===== src/rtl/cic_integrator_seq.sv =====
// Time-multiplexed CIC integrator front end: maps PDM bits to +/-1, integrates per
// channel, and every DECIMATION accepted samples streams each channel to the comb.
module cic_integrator_seq #(
  parameter int WIDTH      = 22,
  parameter int CHANNELS   = 8,
  parameter int DECIMATION = 32,
  localparam int CH_W      = $clog2(CHANNELS),
  localparam int DEC_W     = $clog2(DECIMATION)
) (
  input  logic                clk,
  input  logic                resetn,
  input  logic                pdm_valid,
  input  logic [CHANNELS-1:0] pdm_data,
  input  logic                overrun_clr,
  output logic                busy,
  output logic                overrun,
  output logic                comb_read_en,
  output logic                comb_wr_en,
  output logic [CH_W-1:0]     comb_channel,
  output logic [WIDTH-1:0]    comb_data
);

  typedef enum logic [1:0] {
    S_IDLE   = 2'd0,
    S_INTEG  = 2'd1,
    S_CREAD  = 2'd2,
    S_CWRITE = 2'd3
  } state_t;

  localparam logic [WIDTH-1:0] ONE_W    = {{(WIDTH-1){1'b0}}, 1'b1};
  localparam logic [CH_W-1:0]  ONE_CH   = {{(CH_W-1){1'b0}}, 1'b1};
  localparam logic [DEC_W-1:0] ONE_DEC  = {{(DEC_W-1){1'b0}}, 1'b1};
  localparam logic [CH_W-1:0]  LAST_CH  = CH_W'(CHANNELS - 1);
  localparam logic [DEC_W-1:0] LAST_DEC = DEC_W'(DECIMATION - 1);

  state_t               state_r;
  logic [CH_W-1:0]      ch_idx_r;
  logic [DEC_W-1:0]     dec_count_r;
  logic [CHANNELS-1:0]  sample_r;
  logic [WIDTH-1:0]     acc_r [CHANNELS];

  // A PDM one counts as +1, a zero as -1; the sum wraps modulo 2^WIDTH.
  function automatic logic [WIDTH-1:0] pdm_step(input logic [WIDTH-1:0] acc, input logic bit_in);
    if (bit_in) begin
      pdm_step = acc + ONE_W;
    end else begin
      pdm_step = acc - ONE_W;
    end
  endfunction

  // Sample acceptance, per-channel integration and the comb read/write sequence.
  always_ff @(posedge clk or posedge resetn) begin
    if (resetn) begin
      state_r      <= S_IDLE;
      ch_idx_r     <= {CH_W{1'b0}};
      dec_count_r  <= {DEC_W{1'b0}};
      sample_r     <= {CHANNELS{1'b0}};
      busy         <= 1'b0;
      comb_read_en <= 1'b0;
      comb_wr_en   <= 1'b0;
      comb_channel <= {CH_W{1'b0}};
      comb_data    <= {WIDTH{1'b0}};
      for (int i = 0; i < CHANNELS; i++) begin
        acc_r[i] <= {WIDTH{1'b0}};
      end
    end else begin
      comb_read_en <= 1'b0;
      comb_wr_en   <= 1'b0;
      case (state_r)
        S_IDLE: begin
          if (pdm_valid) begin
            sample_r <= pdm_data;
            ch_idx_r <= {CH_W{1'b0}};
            busy     <= 1'b1;
            state_r  <= S_INTEG;
          end else begin
            state_r  <= S_IDLE;
          end
        end
        S_INTEG: begin
          acc_r[ch_idx_r] <= pdm_step(acc_r[ch_idx_r], sample_r[ch_idx_r]);
          if (ch_idx_r == LAST_CH) begin
            if (dec_count_r == LAST_DEC) begin
              dec_count_r <= {DEC_W{1'b0}};
              ch_idx_r    <= {CH_W{1'b0}};
              state_r     <= S_CREAD;
            end else begin
              dec_count_r <= dec_count_r + ONE_DEC;
              busy        <= 1'b0;
              state_r     <= S_IDLE;
            end
          end else begin
            ch_idx_r <= ch_idx_r + ONE_CH;
          end
        end
        S_CREAD: begin
          comb_read_en <= 1'b1;
          comb_channel <= ch_idx_r;
          state_r      <= S_CWRITE;
        end
        S_CWRITE: begin
          // Integration of this sample finished before the pass began, so acc is current.
          comb_wr_en   <= 1'b1;
          comb_channel <= ch_idx_r;
          comb_data    <= acc_r[ch_idx_r];
          if (ch_idx_r == LAST_CH) begin
            busy    <= 1'b0;
            state_r <= S_IDLE;
          end else begin
            ch_idx_r <= ch_idx_r + ONE_CH;
            state_r  <= S_CREAD;
          end
        end
        default: begin
          busy    <= 1'b0;
          state_r <= S_IDLE;
        end
      endcase
    end
  end

  // Sticky overrun flag; a new drop event takes priority over the clear.
  always_ff @(posedge clk or posedge resetn) begin
    if (resetn) begin
      overrun <= 1'b0;
    end else if (pdm_valid && busy) begin
      overrun <= 1'b1;
    end else if (overrun_clr) begin
      overrun <= 1'b0;
    end else begin
      overrun <= overrun;
    end
  end

endmodule


===== config.mk =====
export PLATFORM = sky130hd
export DESIGN_NAME = cic_integrator_seq
export DESIGN_NICKNAME = d
export VERILOG_FILES = /design/src/rtl/cic_integrator_seq.sv
export SDC_FILE = /design/constraint.sdc
export NUM_CORES = 1
export LEC_CHECK = 0
export BUFFER_PORTS_ARGS = -buffer_cell sky130_fd_sc_hd__buf_2
export CORE_MARGIN = 3
export CORE_UTILIZATION = 50
export CTS_CLUSTER_SIZE = 12
export DETAILED_ROUTE_END_ITERATION = 8
export PLACE_DENSITY = 0.72
export SYNTH_ARGS = -nofsm -noshare
export SYNTH_HDL_FRONTEND = slang
export SYNTH_SLANG_ARGS = --single-unit

===== constraint.sdc =====
create_clock -name clk -period 8.4 [get_ports clk]
set_input_delay 2.1 -clock clk [delete_from_list [all_inputs] [get_ports clk]]
set_output_delay 2.1 -clock clk [all_outputs]
set_load 0.02 [all_outputs]

# Word-level counts from Yosys, hierarchy flattened
# Index checks and enable logic that the tools add are counted.
word_totals:
  ff_bits: 223
  inputBits: 12
  out_inout_bits: 29
  word_cells: 77
classes:
  addsub: 4
  order_cmp: 3
  eq_ne: 11
  mux: 30
  n_bitwise: 1
  reduce_logical: 10
ops:
  columns: ["operator", "count"]
  rows:
  - ["176-bit bitwise mux", 1]
  - ["22-bit two-way mux", 5]
  - ["22-bit binary-select mux with 3-bit select", 1]
  - ["22-bit demux with 3-bit select", 1]
  - ["22-bit by 1-bit adder with 22-bit output, second input constant", 1]
  - ["22-bit by 1-bit subtractor with 22-bit output, second input constant", 1]
  - ["3-bit two-way mux", 4]
  - ["1-bit two-way mux", 10]
  - ["2-bit inequality test, second input constant", 5]
  - ["3-bit case mux with 3 select lines", 1]
  - ["2-bit case mux with 4 select lines", 1]
  - ["2-bit two-way mux", 3]
  - ["5-bit by 1-bit adder with 5-bit output, second input constant", 1]
  - ["5-bit equality test, second input constant", 1]
  - ["5-bit two-way mux", 1]
  - ["5-bit AND reduction", 1]
  - ["2-bit equality test, second input constant", 2]
  - ["4-bit greater-or-equal comparator, second input constant", 1]
  - ["3-bit by 4-bit < comparator with 1-bit output, second input constant", 1]
  - ["4-bit by 1-bit < comparator with 1-bit output, second input constant", 1]
  - ["3-bit inverter with 4-bit output", 1]
  - ["2-bit AND reduction", 2]
  - ["4-bit AND reduction", 1]
  - ["3-bit by 1-bit adder with 3-bit output, second input constant", 1]
  - ["10 further kinds", 11]

# Depth between registers and ports, before layout
# Gate-level depths: netlist of the first run.
depth:
  ltp_word: 8
  depth_mapped: 16
  ltp_nobuf: 10

# Worst setup path before layout of the first run
# Ideal clock, no wire load.
synth_path:
  path_type: "register to register"
  startpoint: "reg ch_idx_r[0]"
  endpoint: "reg acc_r[62] (netlist bit)"
  arrival_ps: 4152
  required_ps: 8331
  path_slack_ps: 4179
  stages_incl_launch_ff: 13
  synth_period_minus_slack_ps: 4221
  cell_sequence: "dfrtp_1 buf_2 mux4_2 mux2i_1 ha_1 and3_1 a221oi_2 or4_1 and4_1 buf_6 buf_6 or4_1 nand3_1"
synth_between:
  elab_chain_len: 8
synth_rtl:
  columns: ["item", "line_no", "source"]
  rows:
  - ["start, declared", "37", "logic [CH_W-1:0] ch_idx_r;"]
  - ["start signal, assigned", "55", "ch_idx_r <= {CH_W{1'b0}};"]
  - ["start signal, assigned", "73", "ch_idx_r <= {CH_W{1'b0}};"]
  - ["start signal, assigned", "85", "ch_idx_r <= {CH_W{1'b0}};"]
  - ["3-bit inverter with 4-bit output (not written as such)", "81", "acc_r[ch_idx_r] <= pdm_step(acc_r[ch_idx_r], sample_r[ch_idx_r]);"]
  - ["22-bit binary-select mux with 3-bit select", "81", null]
  - ["22-bit two-way mux (not written as such) (2 in series)", "81", null]
  - ["22-bit by 1-bit subtractor with 22-bit output or 22-bit by 1-bit adder with 22-bit output (tied branches)", "47, 45", null]
  - ["22-bit two-way mux", "44", "if (bit_in) begin"]
  - ["22-bit two-way mux", "69", "case (state_r)"]
  - ["176-bit bitwise mux (*)", "81", null]
  - ["end signal, assigned by index", "64", "acc_r[i] <= {WIDTH{1'b0}};"]
  - ["end signal, assigned by index", "81", null]
  - ["end, declared", "40", "logic [WIDTH-1:0] acc_r [CHANNELS];"]
# Every way passes the cells marked *; elsewhere a longest branch is shown, timed or not. The select of a mux whose other input is x is not followed.
# A chain may end at the register's enable or synchronous reset.

# Final worst setup path of the first run
layout_path:
  startpoint: "reg ch_idx_r[0]"
  endpoint: "reg acc_r[78] (netlist bit)"
# The elaborated chain is that of the path after synthesis.

==> qor.txt, run 1 <==
max cap viols -> 0
DRC errors left -> 0
syn nets -> 1129
reg2reg setup slack -> 3.33 ns
Hold Path End -> acc_r[140]
vias in the first global route -> 8402
Synth cell types -> 59
Setup-failing EPs final -> 0
Initial DRC Count -> 807
Clock Tree Root -> clkbuf_16
fin nets -> 1138
Vias/cell -> 6.130
die footprint -> 0.02490 sq mm
Initial Util -> 51.83%
DPL Wire Length -> 17890 microns
unrepaired setup endpoints after global routing -> no
initial antenna violation count -> 0
Hold WC Path Type -> reg -> reg
CP dominant cell by count -> nor2_1
CTS tree -> yes
crit start category -> flop
register bit total from synthesis -> 223
CTS H-tree depth -> 1
leading area contributor after synthesis -> dfrtp_1
die height -> 157.8 microns
reg2reg end -> acc_r[78]
CP endpoint kind -> flop
postcts setup bufs -> 0
pin count of the biggest net entering global routing -> 110
ys flop type -> dfrtp_1
Post-Route WL -> 28020 microns
via count -> 8564
CP Class -> reg -> reg
GR Overflow Total -> 0
Worst-Skew Late Latency -> 0.54 ns
Synth async-reset ratio -> 100.0%
largest stage delay on the critical path -> 0.66 ns
ratio of cells with drive above 1 in the final layout -> 21.22%
Multi-input gate area -> 0.005584 sq mm
Worst Hold Depth -> 2
top cell type's share of synthesized area -> 48.43%
synthesized area -> 0.01152 sq mm
CTS hold repair buffers -> 0
# diodes -> 0
Worst-path clk slew -> 0.06 ns
Fmax -> 197.2 MHz
critical path data required time -> 8.80 ns
launch point of the worst reg-to-reg path -> ch_idx_r[0]
period utilisation layout -> 60.36%
antenna viol nets, final -> 0
outcome -> finished clean
register area -> 0.005587 sq mm
TritonCTS buffer count -> 25
Mean Syn Cell Area -> 10.55 sq um
CTS resizes -> 0
average wire per cell in the routed design -> 20.06 microns
Fin. Hold Viols -> 0
Hold Crit Start -> acc_r[140]
Worst path top cell family by delay -> compound AO/OA/AOI/OAI gates
Sinks on Clock Net -> 223
filler cell count -> 1866
register area share after synthesis -> 48.43%
# IOs -> 41
clk buf depth -> 3
Slew @ Worst Pin -> 1.196 ns
clock skew -> 0.01095 ns
CP Cell Sequence -> buf_4 > mux4_2 > nor2_1 > nor2_1 > fa_1 > a21o_1 > a221oi_2 > a211oi_1 > o22ai_2 > xor2_1 > o21ai_0
Post-synth EDFFs -> 0
TNS Setup -> 0 ns
Ys Warns -> 0
pins over their slew limit -> 0
CP max FO -> 42
die width -> 157.8 microns
cells on worst reg2reg path -> 11
GRT Total Usage -> 23.12%
Synth-to-Final Area Change -> 10.77%
first-pass GRT wire length -> 46020 microns
port bufs -> 40
worst rel slew slack -> 19.98%
Synth Instances -> 1092
Rows -> 54
CP max stage cell -> dfrtp_4
Period minus WS final -> 5.070 ns
CP Buf/Inv Count -> 1
GPL Wtd Cong -> 0.9342
WP data arrival -> 5.47 ns
DR pass1 iterations -> 5
synth top area cells -> dfrtp_1, mux4_2, mux2_2
area of the core -> 0.02223 sq mm
-- layout by cell type (no fill, tap or decap), types with 10 or more instances in the layout --
| cell | n |
|---|---|
| buf_4 | 23 |
| a21o_1 | 11 |
| a211oi_1 | 10 |
| o211ai_1 | 19 |
| ha_1 | 24 |
| nand2_1 | 211 |
| dfrtp_1 | 220 |
| nor2_1 | 44 |
| o21ai_0 | 96 |
| a31oi_1 | 10 |
| o31ai_1 | 27 |
| clkbuf_16 | 25 |
| mux2_2 | 73 |
| mux4_2 | 45 |
| nand4_1 | 31 |
| nor3_1 | 22 |
| buf_2 | 40 |
| nand3_1 | 23 |
| a21oi_1 | 27 |
-- state kept, by name (all words and copies together), names as in the netlist --
register and count:
dec_count_r 5, ch_idx_r 3, comb_wr_en 1, acc_r 176
overrun 1, comb_channel 3, sample_r 8, state_r 2
comb_read_en 1, comb_data 22, busy 1
-- how the worst max path moves through the flow --
stage / from / end / slack (ns) / cells after the start
after CTS: ch_idx_r[0] / acc_r[122] / 3.34 / 11
after global routing: ch_idx_r[0] / acc_r[78] / 2.97 / 11
final: ch_idx_r[0] / acc_r[78] / 3.33 / 11
after detailed placement: ch_idx_r[0] / acc_r[122] / 3.36 / 11
after global placement: ch_idx_r[0] / acc_r[62] / 3.49 / 11
after floorplan: resetn / acc_r[0] / 0.19 / 1
-- cells by family after synthesis --
family	count (synthesis)	synth area share (%)
adder cells (fa/ha/maj)	25	2.780
AND/OR/NAND/NOR	376	14.84
AO/OA/AOI/OAI	248	13.87
XOR/XNOR	11	0.8362
flip-flops	223	48.43
buffers and inverters	89	3.138
multiplexers	120	16.10
-- worst min-delay path, stage by stage (launching register included) --
cell     delay (ns)
dfrtp_1        0.34
nand2_1        0.04
o21ai_0        0.06
-- cell usage after synthesis (2+ instances only) --
master and number:
nor3_1 22, nor2b_1 3, buf_6 2, a211oi_1 10, o21bai_1 3, inv_1 8, nand2b_1 5, mux2i_1 2
and4_1 2, o31ai_1 27, o21ai_0 96, nand3b_1 5, a21o_1 11, xnor2_1 3, xor2_1 8, and2_1 6
mux2_2 73, ha_1 24, nor2_1 44, and3b_1 2, nand4_1 31, a21boi_0 2, o31a_1 8, or4_1 9
or2_2 3, buf_2 9, o211ai_1 19, nor3_2 2, o2111ai_1 3, o22ai_1 4, nand2_1 211, o41a_1 8
o21ai_1 2, a21oi_1 27, clkbuf_1 65, and3_1 3, dfrtp_1 223, nand3_1 23, mux4_2 45, a22oi_1 2
a31oi_1 10, buf_1 4, o21a_1 6, a31o_2 2
-- cell type report --
class,count,area share (%)
Clock buffer,35,5.666
Clock inverter,8,0.8529
Inverter,8,0.2941
Multi-Input combinational cell,780,43.75
Sequential cell,223,43.77
Tap cell,280,2.745
Timing Repair Buffer,63,2.921
-- through the flow --
stage	utilization [%]	setup WS, ns	std cells	hold WS [ns]	area (sq um)
after global routing	57.42	2.968	1397	0.4981	12760
after CTS	57.42	3.337	1397	0.4759	12760
after floorplan	-	0.1939	1092	0.4405	11520
final	57.42	3.330	1397	0.4752	12760
after global placement	53.68	3.490	1354	0.4537	11930
after detailed placement	53.68	3.358	1354	0.4623	11930
-- layer usage --
| metal | global-route usage, % | part of all wire, % |
|---|---|---|
| met4 | 5.083 | 2.1 |
| met2 | 37.45 | 47 |
| met1 | 33.53 | 44 |
| met5 | 0 | 0 |
| met3 | 3.226 | 6.8 |
Power of run 1 is not shown: default switching activity piles up to over one toggle a cycle in this logic, so the estimate is an artifact.
==> run 2, diff against run 1 <==
==> constraint.sdc (replaced) <==
create_clock -name clk -period 4.5 [get_ports clk]
set_input_delay 1.125 -clock clk [delete_from_list [all_inputs] [get_ports clk]]
set_output_delay 1.125 -clock clk [all_outputs]
set_load 0.02 [all_outputs]
==> run 2 against run 1 <==
Net effect: final area rose by 2.1%; die area is the same; count of clock-buffer cells in the layout grew 3; final cell count rose by 1.9%; critical path depth shrank 1; clock skew is 0.0075 ns higher; first-iteration DRC count down 7.7%; wire length grew 3.3%; global-route usage grew 0.83 points; sequential cell count is the same; utilization is 1.2 points higher; largest cell class unchanged.
==> qor.txt, run 2 (synthesized netlist as in run 1, its figures left out) <==
GRT Total Usage -> 23.95%
CTS tree -> yes
period utilisation layout -> 95.01%
initial antenna violation count -> 0
unrepaired setup endpoints after global routing -> no
Rows -> 54
ratio of cells with drive above 1 in the final layout -> 22.83%
DPL Wire Length -> 19260 microns
CTS H-tree depth -> 1
pins over their slew limit -> 0
CP dominant cell by count -> or4_1
critical path data required time -> 4.95 ns
CTS resizes -> 0
GPL Wtd Cong -> 0.9900
Setup-failing EPs final -> 0
Hold WC Path Type -> reg -> reg
max reg flops -> 176
CP Cell Sequence -> buf_4 > mux4_2 > mux2_2 > ha_1 > and2_1 > nand4_1 > or4_1 > and4_1 > or4_1 > nand3_1
most common cell after layout, fill and taps aside -> dfrtp_1
Initial Util -> 51.83%
Worst-path clk slew -> 0.06 ns
Regs by FF count -> acc_r (176), comb_data (22), sample_r (8)
clock skew -> 0.01846 ns
antenna viol nets, final -> 0
TritonCTS buffer count -> 25
GR Overflow Total -> 0
outcome -> finished clean
vias in the first global route -> 8521
Slew @ Worst Pin -> 1.144 ns
pin count of the biggest net entering global routing -> 77
max cap viols -> 0
area of the core -> 0.02223 sq mm
die width -> 157.8 microns
WP data arrival -> 4.72 ns
port bufs -> 40
via count -> 8731
Vias/cell -> 6.136
Worst-Skew Late Latency -> 0.53 ns
Period minus WS final -> 4.275 ns
average wire per cell in the routed design -> 20.34 microns
die height -> 157.8 microns
largest stage delay on the critical path -> 0.67 ns
postcts setup bufs -> 0
Finished Core Util -> 58.61%
# IOs -> 41
die footprint -> 0.02490 sq mm
Clock Tree Root -> clkbuf_16
CP endpoint kind -> flop
first-pass GRT wire length -> 47110 microns
clk buf depth -> 3
DR pass1 iterations -> 5
DRC errors left -> 0
CP Class -> reg -> reg
# diodes -> 0
worst rel slew slack -> 23.54%
TNS Setup -> 0 ns
fin nets -> 1162
CP max stage cell -> dfrtp_4
Post-Route WL -> 28950 microns
Synth-to-Final Area Change -> 13.07%
crit start category -> flop
Fin. Hold Viols -> 0
CTS hold repair buffers -> 0
most frequent cells in the layout -> dfrtp_1, nand2_1, o21ai_0
Sinks on Clock Net -> 223
Fmax -> 233.9 MHz
Reg with most FFs -> acc_r
Initial DRC Count -> 745
CP max FO -> 25
==> run 2: final timing paths <==
kind	from	endpoint	slack, ns	cells past startpoint
worst max register to register	ch_idx_r[0]	acc_r[128]	0.22	10
worst max-delay path	ch_idx_r[0]	acc_r[128]	0.22	10
worst min register to register	acc_r[88]	acc_r[88]	0.47	2
min in group asynchronous	resetn	acc_r[70]	0.79	2
worst min-delay path	acc_r[88]	acc_r[88]	0.47	2
max in group asynchronous	resetn	comb_data[16]	2.82	3
==> run 2: critical path, delay by kind of cell, from the launching register on <==
| kind | cells | cell delay, ns |
|---|---|---|
| DFF | 1 | 0.67 |
| buffers and inverters | 1 | 0.36 |
| muxes | 2 | 0.81 |
| adders and majority gates | 1 | 0.46 |
| and+or+nand+nor | 6 | 1.89 |
==> run 2: per-layer routing <==
| layer | wire (microns) | global-route usage (%) |
|---|---|---|
| met5 | 0 | 0 |
| met4 | 564 | 4.711 |
| met3 | 1812 | 3.226 |
| met2 | 14000 | 39.30 |
| met1 | 12570 | 34.62 |
==> run 2: area by class of cell <==
| type | count | area, sq um |
|---|---|---|
| Fill cell | 1842 | 9200 |
| Multi-Input combinational cell | 780 | 5584 |
| Clock buffer | 38 | 744.5 |
| Sequential cell | 223 | 5587 |
| Inverter | 8 | 33.78 |
| Clock inverter | 7 | 113.9 |
| Timing Repair Buffer | 87 | 615.6 |
| Tap cell | 280 | 350.3 |
==> run 2: through the flow <==
step	hold slack (ns)	cell area, sq um	cells	setup slack [ns]
after CTS	0.4758	13030	1423	0.2416
final	0.4730	13030	1423	0.2247
after global routing	0.4880	13030	1423	0.0009273
after global placement	0.4528	12170	1378	0.3794
after detailed placement	0.4590	12170	1378	0.2681
after floorplan	0.4405	11530	1092	0.2786
Power of run 2 is left out for the same reason.
==> run 3, diff against run 2 <==
==> constraint.sdc (replaced) <==
create_clock -name clk -period 3.7 [get_ports clk]
set_input_delay 0.185 -clock clk [delete_from_list [all_inputs] [get_ports clk]]
set_output_delay 0.185 -clock clk [all_outputs]
set_load 0.02 [all_outputs]
==> run 3 against run 2 <==
Net effect: critical path depth increased by 1; die area stayed put; sequential share of layout area fell by 2.3 points; highest routed layer unchanged; fmax rose by 20%.
==> qor.txt, run 3 (synthesized netlist as in run 1, its figures left out) <==
DPL Wire Length -> 19520 microns
ratio of cells with drive above 1 in the final layout -> 27.76%
max reg flops -> 176
antenna viol nets, final -> 0
die footprint -> 0.02490 sq mm
Period minus WS final -> 3.567 ns
Worst-path clk slew -> 0.06 ns
average wire per cell in the routed design -> 20.18 microns
Fin. Hold Viols -> 0
Fmax -> 280.3 MHz
Slew @ Worst Pin -> 1.017 ns
cells on worst reg2reg path -> 11
die width -> 157.8 microns
GRT Total Usage -> 24.29%
pin count of the biggest net entering global routing -> 109
initial antenna violation count -> 0
area of the core -> 0.02223 sq mm
Worst-Skew Late Latency -> 0.52 ns
CTS H-tree depth -> 1
# diodes -> 0
Regs by FF count -> acc_r (176), comb_data (22), sample_r (8)
GR Overflow Total -> 0
Hold WC Path Type -> in -> async
first-pass GRT wire length -> 48180 microns
worst rel slew slack -> 32.05%
CP max FO -> 15
period utilisation layout -> 96.41%
Post-Route WL -> 29920 microns
DRC errors left -> 0
pins over their slew limit -> 0
vias in the first global route -> 8987
Rows -> 54
CP Class -> reg -> reg
Final WS setup -> 0.1330 ns
most common cell after layout, fill and taps aside -> dfrtp_1
die height -> 157.8 microns
clk buf depth -> 3
Sinks on Clock Net -> 223
Reg with most FFs -> acc_r
GPL Wtd Cong -> 0.9132
max cap viols -> 0
most frequent cells in the layout -> dfrtp_1, nand2_1, o21ai_0
setup slack at placement -> -0.1604 ns
Initial DRC Count -> 886
Setup-failing EPs final -> 0
# IOs -> 41
Synth-to-Final Area Change -> 19.38%
DR pass1 iterations -> 7
fin nets -> 1225
via count -> 9068
WP data arrival -> 3.95 ns
TNS Setup -> 0 ns
critical path data required time -> 4.08 ns
outcome -> finished clean
CP endpoint kind -> flop
Initial Util -> 51.83%
CTS tree -> yes
TritonCTS buffer count -> 24
clock skew -> 0.01036 ns
Clock Tree Root -> clkbuf_16
crit start category -> flop
port bufs -> 40
Vias/cell -> 6.115
[run 3: changes by cell type in the layout (fill, tap and decap cells not counted), moves of 3 or more]
cell / previous run / this run
buf_4: 42 / 85
dlygate4sd3_1: 0 / 12
ha_1: 24 / 19
buf_6: 0 / 4
buf_12: 5 / 8
ha_4: 0 / 3
o31ai_1: 27 / 24
[run 3: layout make-up]
| class | instances | area, sq um |
|---|---|---|
| Sequential cell | 223 | 5587 |
| Fill cell | 1734 | 8473 |
| Multi-Input combinational cell | 780 | 5804 |
| Clock inverter | 3 | 42.54 |
| Clock buffer | 38 | 724.4 |
| Inverter | 8 | 33.78 |
| Tap cell | 280 | 350.3 |
| Timing Repair Buffer | 151 | 1214 |
[run 3: worst max-delay path: stages (launching register included)]
cell and delay [ns]:
dfrtp_4 0.51, buf_12 0.19, mux4_2 0.50, mux2_2 0.33
fa_1 0.45, a21o_1 0.24, a221oi_4 0.39, a211oi_2 0.15
o21ai_0 0.22, xor2_1 0.17, buf_4 0.17, o21ai_0 0.10
[run 3: what timing repair did]
item / CTS / global route
hold buffers: 12 / 0
cloned: 0 / 3
resized for setup: 9 / 36
pin swaps: 1 / 3
endpoints found under the setup margin: 37 / 114
buffers inserted: 2 / 10
hold endpoints to repair: 37 / 0
[run 3: path summary, 6_finish.rpt]
| path | startpoint | endpoint | slack, ns |
|---|---|---|---|
| hold / removal | resetn | comb_data[4] | 0.31 |
| hold reg to reg | acc_r[39] | acc_r[39] | 0.47 |
| setup reg to reg | ch_idx_r[0] | acc_r[124] | 0.13 |
| min in group clk | pdm_data[1] | sample_r[1] | 0.42 |
| setup / recovery | ch_idx_r[0] | acc_r[124] | 0.13 |
| max in group asynchronous | resetn | acc_r[0] | 2.26 |
[run 3: routing by layer]
layer	up-vias	track usage, %	wire length [microns]
li1	4195	-	-
met1	4516	35.13	13270
met2	289	38.45	13990
met3	68	3.445	1793
met4	0	7.438	873
met5	-	0	0
[run 3: metrics by stage]
step           hold slack [ns]  instances  instance area, sq um  util (%)
6_report                0.3065       1483                 13760     61.88
5_1_grt                 0.3652       1483                 13760     61.88
4_1_cts                 0.3165       1470                 13440     60.48
3_5_place_dp            0.3187       1415                 12510     56.26
3_3_place_gp            0.3148       1415                 12510     56.26
2_1_floorplan           0.2923       1092                 11630         -
Power of run 3 is left out for the same reason.
